`config.mk`:
```
export PLATFORM = sky130hd
export DESIGN_NAME = sequential_divider
export DESIGN_NICKNAME = d
export VERILOG_FILES = /design/src/rtl/sequential_divider_pkg.sv /design/src/rtl/sequential_divider_div_step.sv /design/src/rtl/sequential_divider.sv
export SDC_FILE = /design/constraint.sdc
export NUM_CORES = 1
export LEC_CHECK = 0
export ABC_AREA = 1
export CAP_MARGIN = 20
export CORE_AREA = 2 2 194 196
export DETAILED_ROUTE_END_ITERATION = 8
export DIE_AREA = 0 0 196 198
export PLACE_DENSITY = 0.63
export SLEW_MARGIN = 10
export SYNTH_ARGS = -nofsm -noshare
export SYNTH_HDL_FRONTEND = slang
export SYNTH_SLANG_ARGS = --single-unit
```
`constraint.sdc`:
```
create_clock -name clk -period 2.7 [get_ports clk]
set_input_delay 0.81 -clock clk [delete_from_list [all_inputs] [get_ports clk]]
set_output_delay 0.81 -clock clk [all_outputs]
set_load 0.1 [all_outputs]
```
`src/rtl/sequential_divider_pkg.sv`:
```
// Shared definitions for the restoring divider: word size and FSM state codes.
package sequential_divider_pkg;
    localparam int WORD_SIZE = 32;

    typedef logic [1:0] div_state_t;

    localparam logic [1:0] DIV_IDLE = 2'd0;
    localparam logic [1:0] DIV_CALC = 2'd1;
    localparam logic [1:0] DIV_FIX  = 2'd2;
endpackage

```
`src/rtl/sequential_divider_div_step.sv`:
```
// One restoring-division iteration: shift {rem,quo} left and trial-subtract the divisor.
module sequential_divider_div_step #(
    parameter int WIDTH = 32
) (
    input  logic [WIDTH-1:0] rem_i,
    input  logic [WIDTH-1:0] quo_i,
    input  logic [WIDTH-1:0] divisor_i,
    output logic [WIDTH-1:0] rem_o,
    output logic [WIDTH-1:0] quo_o
);
    logic [WIDTH:0]   shifted;
    logic [WIDTH-1:0] diff;
    logic             no_borrow;

    assign shifted   = {rem_i, quo_i[WIDTH-1]};
    assign no_borrow = (shifted >= {1'b0, divisor_i});
    // When no borrow occurs the true difference is below the divisor, so WIDTH bits suffice.
    assign diff      = shifted[WIDTH-1:0] - divisor_i;

    assign rem_o = no_borrow ? diff : shifted[WIDTH-1:0];
    assign quo_o = {quo_i[WIDTH-2:0], no_borrow};
endmodule

```
`src/rtl/sequential_divider.sv`:
```
// Multi-cycle restoring divider for DIV/DIVU with start/busy/done handshake.
//  state    | meaning
//  DIV_IDLE | waiting for start; results held
//  DIV_CALC | one quotient bit per cycle, WIDTH cycles
//  DIV_FIX  | sign fixup / divide-by-zero result, then done
module sequential_divider
    import sequential_divider_pkg::*;
#(
    parameter int WIDTH = WORD_SIZE
) (
    input  logic             clk,
    input  logic             rst_n,
    input  logic             start,
    input  logic             is_signed,
    input  logic [WIDTH-1:0] dividend,
    input  logic [WIDTH-1:0] divisor,
    output logic             busy,
    output logic             done,
    output logic [WIDTH-1:0] quotient,
    output logic [WIDTH-1:0] remainder,
    output logic             div_by_zero
);
    localparam int CNT_W = $clog2(WIDTH);
    localparam logic [CNT_W-1:0] CNT_LAST = CNT_W'(WIDTH - 1);

    div_state_t       state_q, state_d;
    logic [CNT_W-1:0] cnt_q, cnt_d;
    logic             a_neg_q, a_neg_d;
    logic             b_neg_q, b_neg_d;
    logic [WIDTH-1:0] dvd_q, dvd_d;
    logic [WIDTH-1:0] dvs_q, dvs_d;
    logic [WIDTH-1:0] rem_q, rem_d;
    logic [WIDTH-1:0] quo_q, quo_d;
    logic [WIDTH-1:0] quotient_q, quotient_d;
    logic [WIDTH-1:0] remainder_q, remainder_d;
    logic             dbz_q, dbz_d;
    logic             done_q, done_d;

    logic             a_neg_in, b_neg_in;
    logic [WIDTH-1:0] step_rem, step_quo;

    assign a_neg_in = is_signed & dividend[WIDTH-1];
    assign b_neg_in = is_signed & divisor[WIDTH-1];

    sequential_divider_div_step #(.WIDTH(WIDTH)) u_step (
        .rem_i     (rem_q),
        .quo_i     (quo_q),
        .divisor_i (dvs_q),
        .rem_o     (step_rem),
        .quo_o     (step_quo)
    );

    always_comb begin
        state_d     = state_q;
        cnt_d       = cnt_q;
        a_neg_d     = a_neg_q;
        b_neg_d     = b_neg_q;
        dvd_d       = dvd_q;
        dvs_d       = dvs_q;
        rem_d       = rem_q;
        quo_d       = quo_q;
        quotient_d  = quotient_q;
        remainder_d = remainder_q;
        dbz_d       = dbz_q;
        done_d      = 1'b0;
        case (state_q)
            DIV_IDLE: begin
                if (start) begin
                    state_d = DIV_CALC;
                    a_neg_d = a_neg_in;
                    b_neg_d = b_neg_in;
                    dvd_d   = dividend;
                    quo_d   = a_neg_in ? -dividend : dividend;
                    dvs_d   = b_neg_in ? -divisor : divisor;
                    rem_d   = '0;
                    cnt_d   = '0;
                end
            end
            DIV_CALC: begin
                rem_d = step_rem;
                quo_d = step_quo;
                if (cnt_q == CNT_LAST) begin
                    state_d = DIV_FIX;
                end else begin
                    cnt_d = cnt_q + CNT_W'(1);
                end
            end
            DIV_FIX: begin
                state_d = DIV_IDLE;
                done_d  = 1'b1;
                // Zero divisor bypasses sign fixup and returns the raw dividend.
                if (dvs_q == '0) begin
                    quotient_d  = '1;
                    remainder_d = dvd_q;
                    dbz_d       = 1'b1;
                end else begin
                    quotient_d  = (a_neg_q ^ b_neg_q) ? -quo_q : quo_q;
                    remainder_d = a_neg_q ? -rem_q : rem_q;
                    dbz_d       = 1'b0;
                end
            end
            default: state_d = DIV_IDLE;
        endcase
    end

    always_ff @(posedge clk or negedge rst_n) begin
        if (!rst_n) begin
            state_q     <= DIV_IDLE;
            cnt_q       <= '0;
            a_neg_q     <= 1'b0;
            b_neg_q     <= 1'b0;
            dvd_q       <= '0;
            dvs_q       <= '0;
            rem_q       <= '0;
            quo_q       <= '0;
            quotient_q  <= '0;
            remainder_q <= '0;
            dbz_q       <= 1'b0;
            done_q      <= 1'b0;
        end else begin
            state_q     <= state_d;
            cnt_q       <= cnt_d;
            a_neg_q     <= a_neg_d;
            b_neg_q     <= b_neg_d;
            dvd_q       <= dvd_d;
            dvs_q       <= dvs_d;
            rem_q       <= rem_d;
            quo_q       <= quo_d;
            quotient_q  <= quotient_d;
            remainder_q <= remainder_d;
            dbz_q       <= dbz_d;
            done_q      <= done_d;
        end
    end

    assign busy        = (state_q != DIV_IDLE);
    assign done        = done_q;
    assign quotient    = quotient_q;
    assign remainder   = remainder_q;
    assign div_by_zero = dbz_q;
endmodule

```
==> After elaboration in Yosys (flattened, before gate mapping) <==
Index checks and enable logic that the tools add are counted.
{ "totals": {"regBits": 203, "inputBits": 68, "elab_cells": 55} }
{ "op_classes": {"add_sub_neg": 6, "n_lt_le_gt_ge": 1, "eq_ne": 6, "n_mux": 19, "n_bitwise": 3, "n_reduce_logical": 8} }
{ "op_table": {"columns": ["cell", "count"], "rows": [
  ["two-way mux 32 bit", 9],
  ["negation 32 bit", 4],
  ["case mux 32 bit (2 select lines)", 2],
  [">= comparator 33 x 32 -> 1 bit", 1],
  ["logical NOT 32 bit", 1],
  ["subtractor 32 bit", 1],
  ["two-way mux 5 bit", 2],
  ["case mux 5 bit (2 select lines)", 1],
  ["inequality test 2 bit (second input constant)", 3],
  ["AND reduction 2 bit", 3],
  ["adder 5 x 1 -> 5 bit (second input constant)", 1],
  ["== test 5 bit (second input constant)", 1],
  ["two-way mux 2 bit", 2],
  ["case mux 2 bit (2 select lines)", 1],
  ["nonzero test 2 bit", 2],
  ["AND reduction 3 bit", 1],
  ["bitwise AND 1 bit", 2],
  ["== test 2 x 1 -> 1 bit (second input constant)", 1],
  ["== test 2 bit (second input constant)", 1],
  ["logical NOT 2 bit", 1],
  ["two-way mux 1 bit", 2],
  ["bitwise XOR 1 bit", 1]
]} }

==> Logic depth before layout (Yosys ltp) <==
Gate-level depths: netlist of run 1.
{ "depth": {"word_depth": 4, "mapped_depth": 16, "mapped_depth_nobuf": 16} }

==> Modules after synthesis <==
A second synthesis of run 1 with hierarchy kept.
{ "unflattened": {"cells_unflattened": 2339, "area_unflattened_um2": 15208.3} }
{ "modules_own_cells": {"columns": ["module", "n_inst", "cells_each", "area_each_um2"], "rows": [
  ["sequential_divider", 1, 1660, 11807.6],
  ["sequential_divider_div_step", 1, 679, 3400.8]
]} }

==> Worst setup path after synthesis of run 1 <==
No wires, ideal clock.
{ "synth_path": {"kind": "input port to flip-flop", "startpoint": "input divisor[0]", "endpoint": "register dvs_q[16]", "setup_time_ps": 118, "t_arrival_ps": 2084, "required_ps": 2582, "slack_ps": 498, "stages": 11, "n_path_buf": 0, "cell_sequence": "inv_1 > ha_1 > nand3_1 > or2_1 > nor2_2 > nand3_1 > nand2_2 > o21ai_2 > or2_0 > nand3_1 > nand2_1"} }
{ "synth_between": {"elab_chain_cells": 2} }
{ "synth_lines": {"columns": ["item", "line", "text"], "rows": [
  ["start, declared", "sequential_divider.sv:16", "input logic [WIDTH-1:0] divisor,"],
  ["negation 32 bit", "sequential_divider.sv:74", "dvs_d = b_neg_in ? -divisor : divisor;"],
  ["two-way mux 32 bit", "sequential_divider.sv:74", null],
  ["end signal, assigned", "sequential_divider.sv:126", "dvs_q <= dvs_d;"],
  ["end, declared", "sequential_divider.sv:31", "logic [WIDTH-1:0] dvs_q, dvs_d;"]
]} }
No other way between the ends.
A chain may end at the register's enable or synchronous reset.

==> Worst setup path in the final report of run 1 <==
{ "layout_path": {"startpoint": "register dvs_q[27]", "endpoint": "register rem_q[29]"} }
{ "layout_between": {"elab_chain_cells": 3, "word_cells_on_any_way": 4} }
{ "layout_lines": {"columns": ["item", "line", "text"], "rows": [
  ["subtractor 32 bit / >= comparator 33 x 32 -> 1 bit (equally long branches)", "sequential_divider_div_step.sv:18, sequential_divider_div_step.sv:16", null],
  ["two-way mux 32 bit *", "sequential_divider_div_step.sv:20", "assign rem_o = no_borrow ? diff : shifted[WIDTH-1:0];"],
  ["case mux 32 bit (2 select lines) *", "sequential_divider.sv:66", "case (state_q)"],
  ["end signal, assigned", "sequential_divider.sv:127", "rem_q <= rem_d;"],
  ["end, declared", "sequential_divider.sv:32", "logic [WIDTH-1:0] rem_q, rem_d;"]
]} }
Mark *: on every way between the ends. The rest lies on a longest branch, timed or not.

==> reports/qor.csv, run 1 <==
stage,metric,value,unit
critical_path,setup.worst_path.class,reg -> reg,
floorplan,dieArea,0.0388,mm^2
status,status,"complete, no violations",
yosys,syn_inst,2214,
sta,min_period,2.57,ns
yosys,synth-main-ff-cell,dfrtp_1,
placement,portBuffers,134,
grt,antenna_found_initial,0,
clocking,cts_tree,built,
finish,fillCellCount,3780,
detailed_routing,via_per_inst,5.22,
finish,synthToLayoutAreaGrowth,21.0,%
sta,skew,0.0230,ns
yosys,postSynth.asyncResetShare,1.00,
critical_path,cp_max_fo,29,
sta,maxSlewViolCount,0,
detailed_routing,wire_per_inst,16.9,um
detailed_routing,dr.pass1.iters,5,
clocking,clkSlewWorstSetupHoldPaths,0.06,ns
yosys,synth_edf_count,0,
clocking,cts_root_buf,clkbuf_16,
finish,fin_area,0.0176,mm^2
floorplan,coreArea,0.0370,mm^2
clocking,postCtsSetupBuffers,0,
placement,dpl_cell_area,0.0166,mm^2
grt,track_usage,0.251,
grt,grt-ovfl-total,0,
critical_path,worstPathArrival,2.99,ns
pwr,leakage,9.00,nW
grt,grt_pass1_vias,14300,
clocking,cts.sinks,203,
yosys,ys_warn_count,0,
finish,n_antenna_cell,0,
critical_path,crit_required,3.12,ns
pwr,ir_drop,450,uV
yosys,ys_types,48,
hold_path,hold_class,in -> async,
placement,gp_congestion,1.00,
floorplan,start_util,0.393,
yosys,synth_seq_cells,203,
sta,clock.fmax,0.389,GHz
yosys,avgSynthCellArea,6.56,um^2
critical_path,critPathCaptureType,register,
finish,drive_above_1_share,0.0988,
floorplan,rows,71,
sta,finalSetupViolCount,0,
critical_path,endpoint,rem_q[29]$_DFFE_PN0P_,
critical_path,worst_setup_path_start_kind,register,
critical_path,rr_worst_depth,13,
grt,grt_pass1_wl,77400,um
clocking,clk_latency,0.55,ns
critical_path,r2r-start,dvs_q[27]$_DFFE_PN0P_,
clocking,cts_buffers,26,
detailed_routing,postRouteAntennaNets,0,
clocking,clock_path_buffers,3,
finish,final_core_util,0.475,
clocking,htree_levels,1,
floorplan,die_h,198,um
yosys,synthesis.nets,2321,
sta,rsz0062_at_grt,false,
critical_path,rr_endpoint,rem_q[29]$_DFFE_PN0P_,
floorplan,io_pins,135,
finish,layout_common_cells,"nand2_1, inv_1, nand3_1",
critical_path,critPathLaunch,dvs_q[27]$_DFFE_PN0P_,
flow_run,max-cap-violations,0,
grt,grt_max_degree,92,
yosys,seq_area_frac_synth,0.350,
finish,final_common_cell,nand2_1,
floorplan,dieWidth,196,um
detailed_routing,drt-initial-drc-count,1316,
yosys,syn_area,0.0145,mm^2
detailed_routing,totalWireLength,48700,um
sta,hold_viol_final,0,
pwr,power.density,1470,mW/mm^2
placement,hpwl,38700,um
clocking,postCtsHoldBufs,0,
critical_path,r2r_slack,0.13,ns
detailed_routing,drc,0,
sta,tightest_slew,0.998,ns
finish,nNetsFinal,2485,
sta,max-slew-margin-rel,0.333,
sta,period_share,0.951,
detailed_routing,vias,15000,
[logic make-up after synthesis]
logic type               Yosys count  share of synthesized area
XOR/XNOR                          71                     0.0428
AO/OA/AOI/OAI                    226                     0.0911
adder cells (fa/ha/maj)           39                     0.0341
flip-flops                       203                      0.350
buffers and inverters            384                      0.102
AND/OR/NAND/NOR                 1291                      0.380
[what timing repair did]
item,CTS,global route
hold endpoints to repair,0,0
setup endpoints to repair,0,9
resized for setup,0,2
[how the worst min path moves through the flow]
stage | end | from | cells after the start
finish | quotient[6]$_DFFE_PN0P_ | rst_n | 1
global route | quotient[5]$_DFFE_PN0P_ | rst_n | 1
global placement | dvd_q[12]$_DFFE_PN0P_ | dvd_q[12]$_DFFE_PN0P_ | 2
floorplan | dvd_q[10]$_DFFE_PN0P_ | dvd_q[10]$_DFFE_PN0P_ | 2
detailed placement | dvd_q[12]$_DFFE_PN0P_ | dvd_q[12]$_DFFE_PN0P_ | 2
CTS | quotient[6]$_DFFE_PN0P_ | rst_n | 1
[where the power goes]
group / leakage, nW / internal, mW / switching (mW)
clock network: 0.458 / 2.30 / 1.38
logic: 5.99 / 5.02 / 11.2
registers: 2.55 / 4.48 / 1.50
[per-layer routing]
layer	wire length, um	track usage
met5	0	0
met4	1380	0.0744
met3	2960	0.0221
met2	21600	0.402
met1	22700	0.361
[sequential cells by signal, summed over array words and instances, names as in the netlist]
name and cells:
quo_q 32, dvs_q 32, cnt_q 5, rem_q 32, dvd_q 32, remainder 32, done 1, a_neg_q 1
div_by_zero 1, state_q 2, b_neg_q 1, quotient 32
[cell usage after synthesis, types with 2 or more instances]
master | n | area share
a21o_1 | 3 | 0.0016
a21oi_1 | 48 | 0.017
a22o_1 | 2 | 0.0012
a22oi_1 | 30 | 0.016
a31oi_1 | 10 | 0.0043
and2_1 | 7 | 0.0030
buf_1 | 12 | 0.0031
buf_2 | 15 | 0.0052
buf_6 | 3 | 0.0023
clkbuf_1 | 38 | 0.0098
dfrtp_1 | 203 | 0.35
ha_1 | 38 | 0.033
inv_1 | 304 | 0.079
inv_2 | 10 | 0.0026
nand2_1 | 683 | 0.18
nand2_2 | 4 | 0.0017
nand3_1 | 240 | 0.083
nand3b_1 | 11 | 0.0057
nand4_1 | 43 | 0.019
nor2_1 | 230 | 0.059
nor2_2 | 5 | 0.0022
nor3_1 | 23 | 0.0079
nor3_2 | 5 | 0.0034
nor4_1 | 9 | 0.0039
o211ai_1 | 19 | 0.0098
o21ai_0 | 96 | 0.033
o21ai_1 | 6 | 0.0021
o21ai_2 | 3 | 0.0018
o22ai_1 | 2 | 0.00086
o31ai_1 | 4 | 0.0021
or2_0 | 3 | 0.0013
or2_1 | 2 | 0.00086
or2_2 | 19 | 0.0082
xnor2_1 | 20 | 0.012
xor2_1 | 51 | 0.031
[stage by stage]
| stage | setup TNS, ns | hold slack (ns) | instances | worst slack [ns] | power [mW] |
|---|---|---|---|---|---|
| floorplan | 0 | 0.449 | 2214 | 0.498 | 17.4 |
| global placement | -0.145 | 0.468 | 2824 | -0.0757 | 21.8 |
| global route | 0 | 0.290 | 2872 | 0.0202 | 28.0 |
| detailed placement | -0.452 | 0.468 | 2824 | -0.122 | 22.0 |
| finish | 0 | 0.270 | 2872 | 0.132 | 25.9 |
| CTS | 0 | 0.275 | 2872 | 0.153 | 25.8 |
[worst max-delay path, stage by stage, from the launching register on]
cell     delay (ns)
dfrtp_1        0.38
inv_1          0.16
ha_1           0.34
nand2_2        0.16
inv_2          0.04
nand2_1        0.05
nand2_1        0.06
a21oi_1        0.21
nand2_1        0.14
a21oi_4        0.29
buf_6          0.29
nand3_1        0.14
nand3_1        0.10
nand2_1        0.06
[layout make-up]
| class | count | area [um^2] | share of cell area |
|---|---|---|---|
| multi-input cells | 1627 | 7980 | 0.454 |
| flip-flops and latches | 203 | 5080 | 0.289 |
| repair buffers | 205 | 1800 | 0.103 |
| inverters | 315 | 1180 | 0.0673 |
| clock buffers | 38 | 786 | 0.0447 |
| well taps | 474 | 593 | 0.0338 |
| clock inverters | 10 | 146 | 0.00833 |
Note: power is estimated with default switching activity, not from simulation.
==> run 2: changes to the inputs <==
Settings changed: SKIP_CTS_REPAIR_TIMING from default to 1.
==> results of run 2 <==
The final DEF is identical to that of run 1; final timing and power are the same.
==> run 3: changes to the inputs <==
Settings changed: SLEW_MARGIN 10 to default.
==> results of run 3 <==
The final DEF is identical to that of run 1; final timing and power are the same.
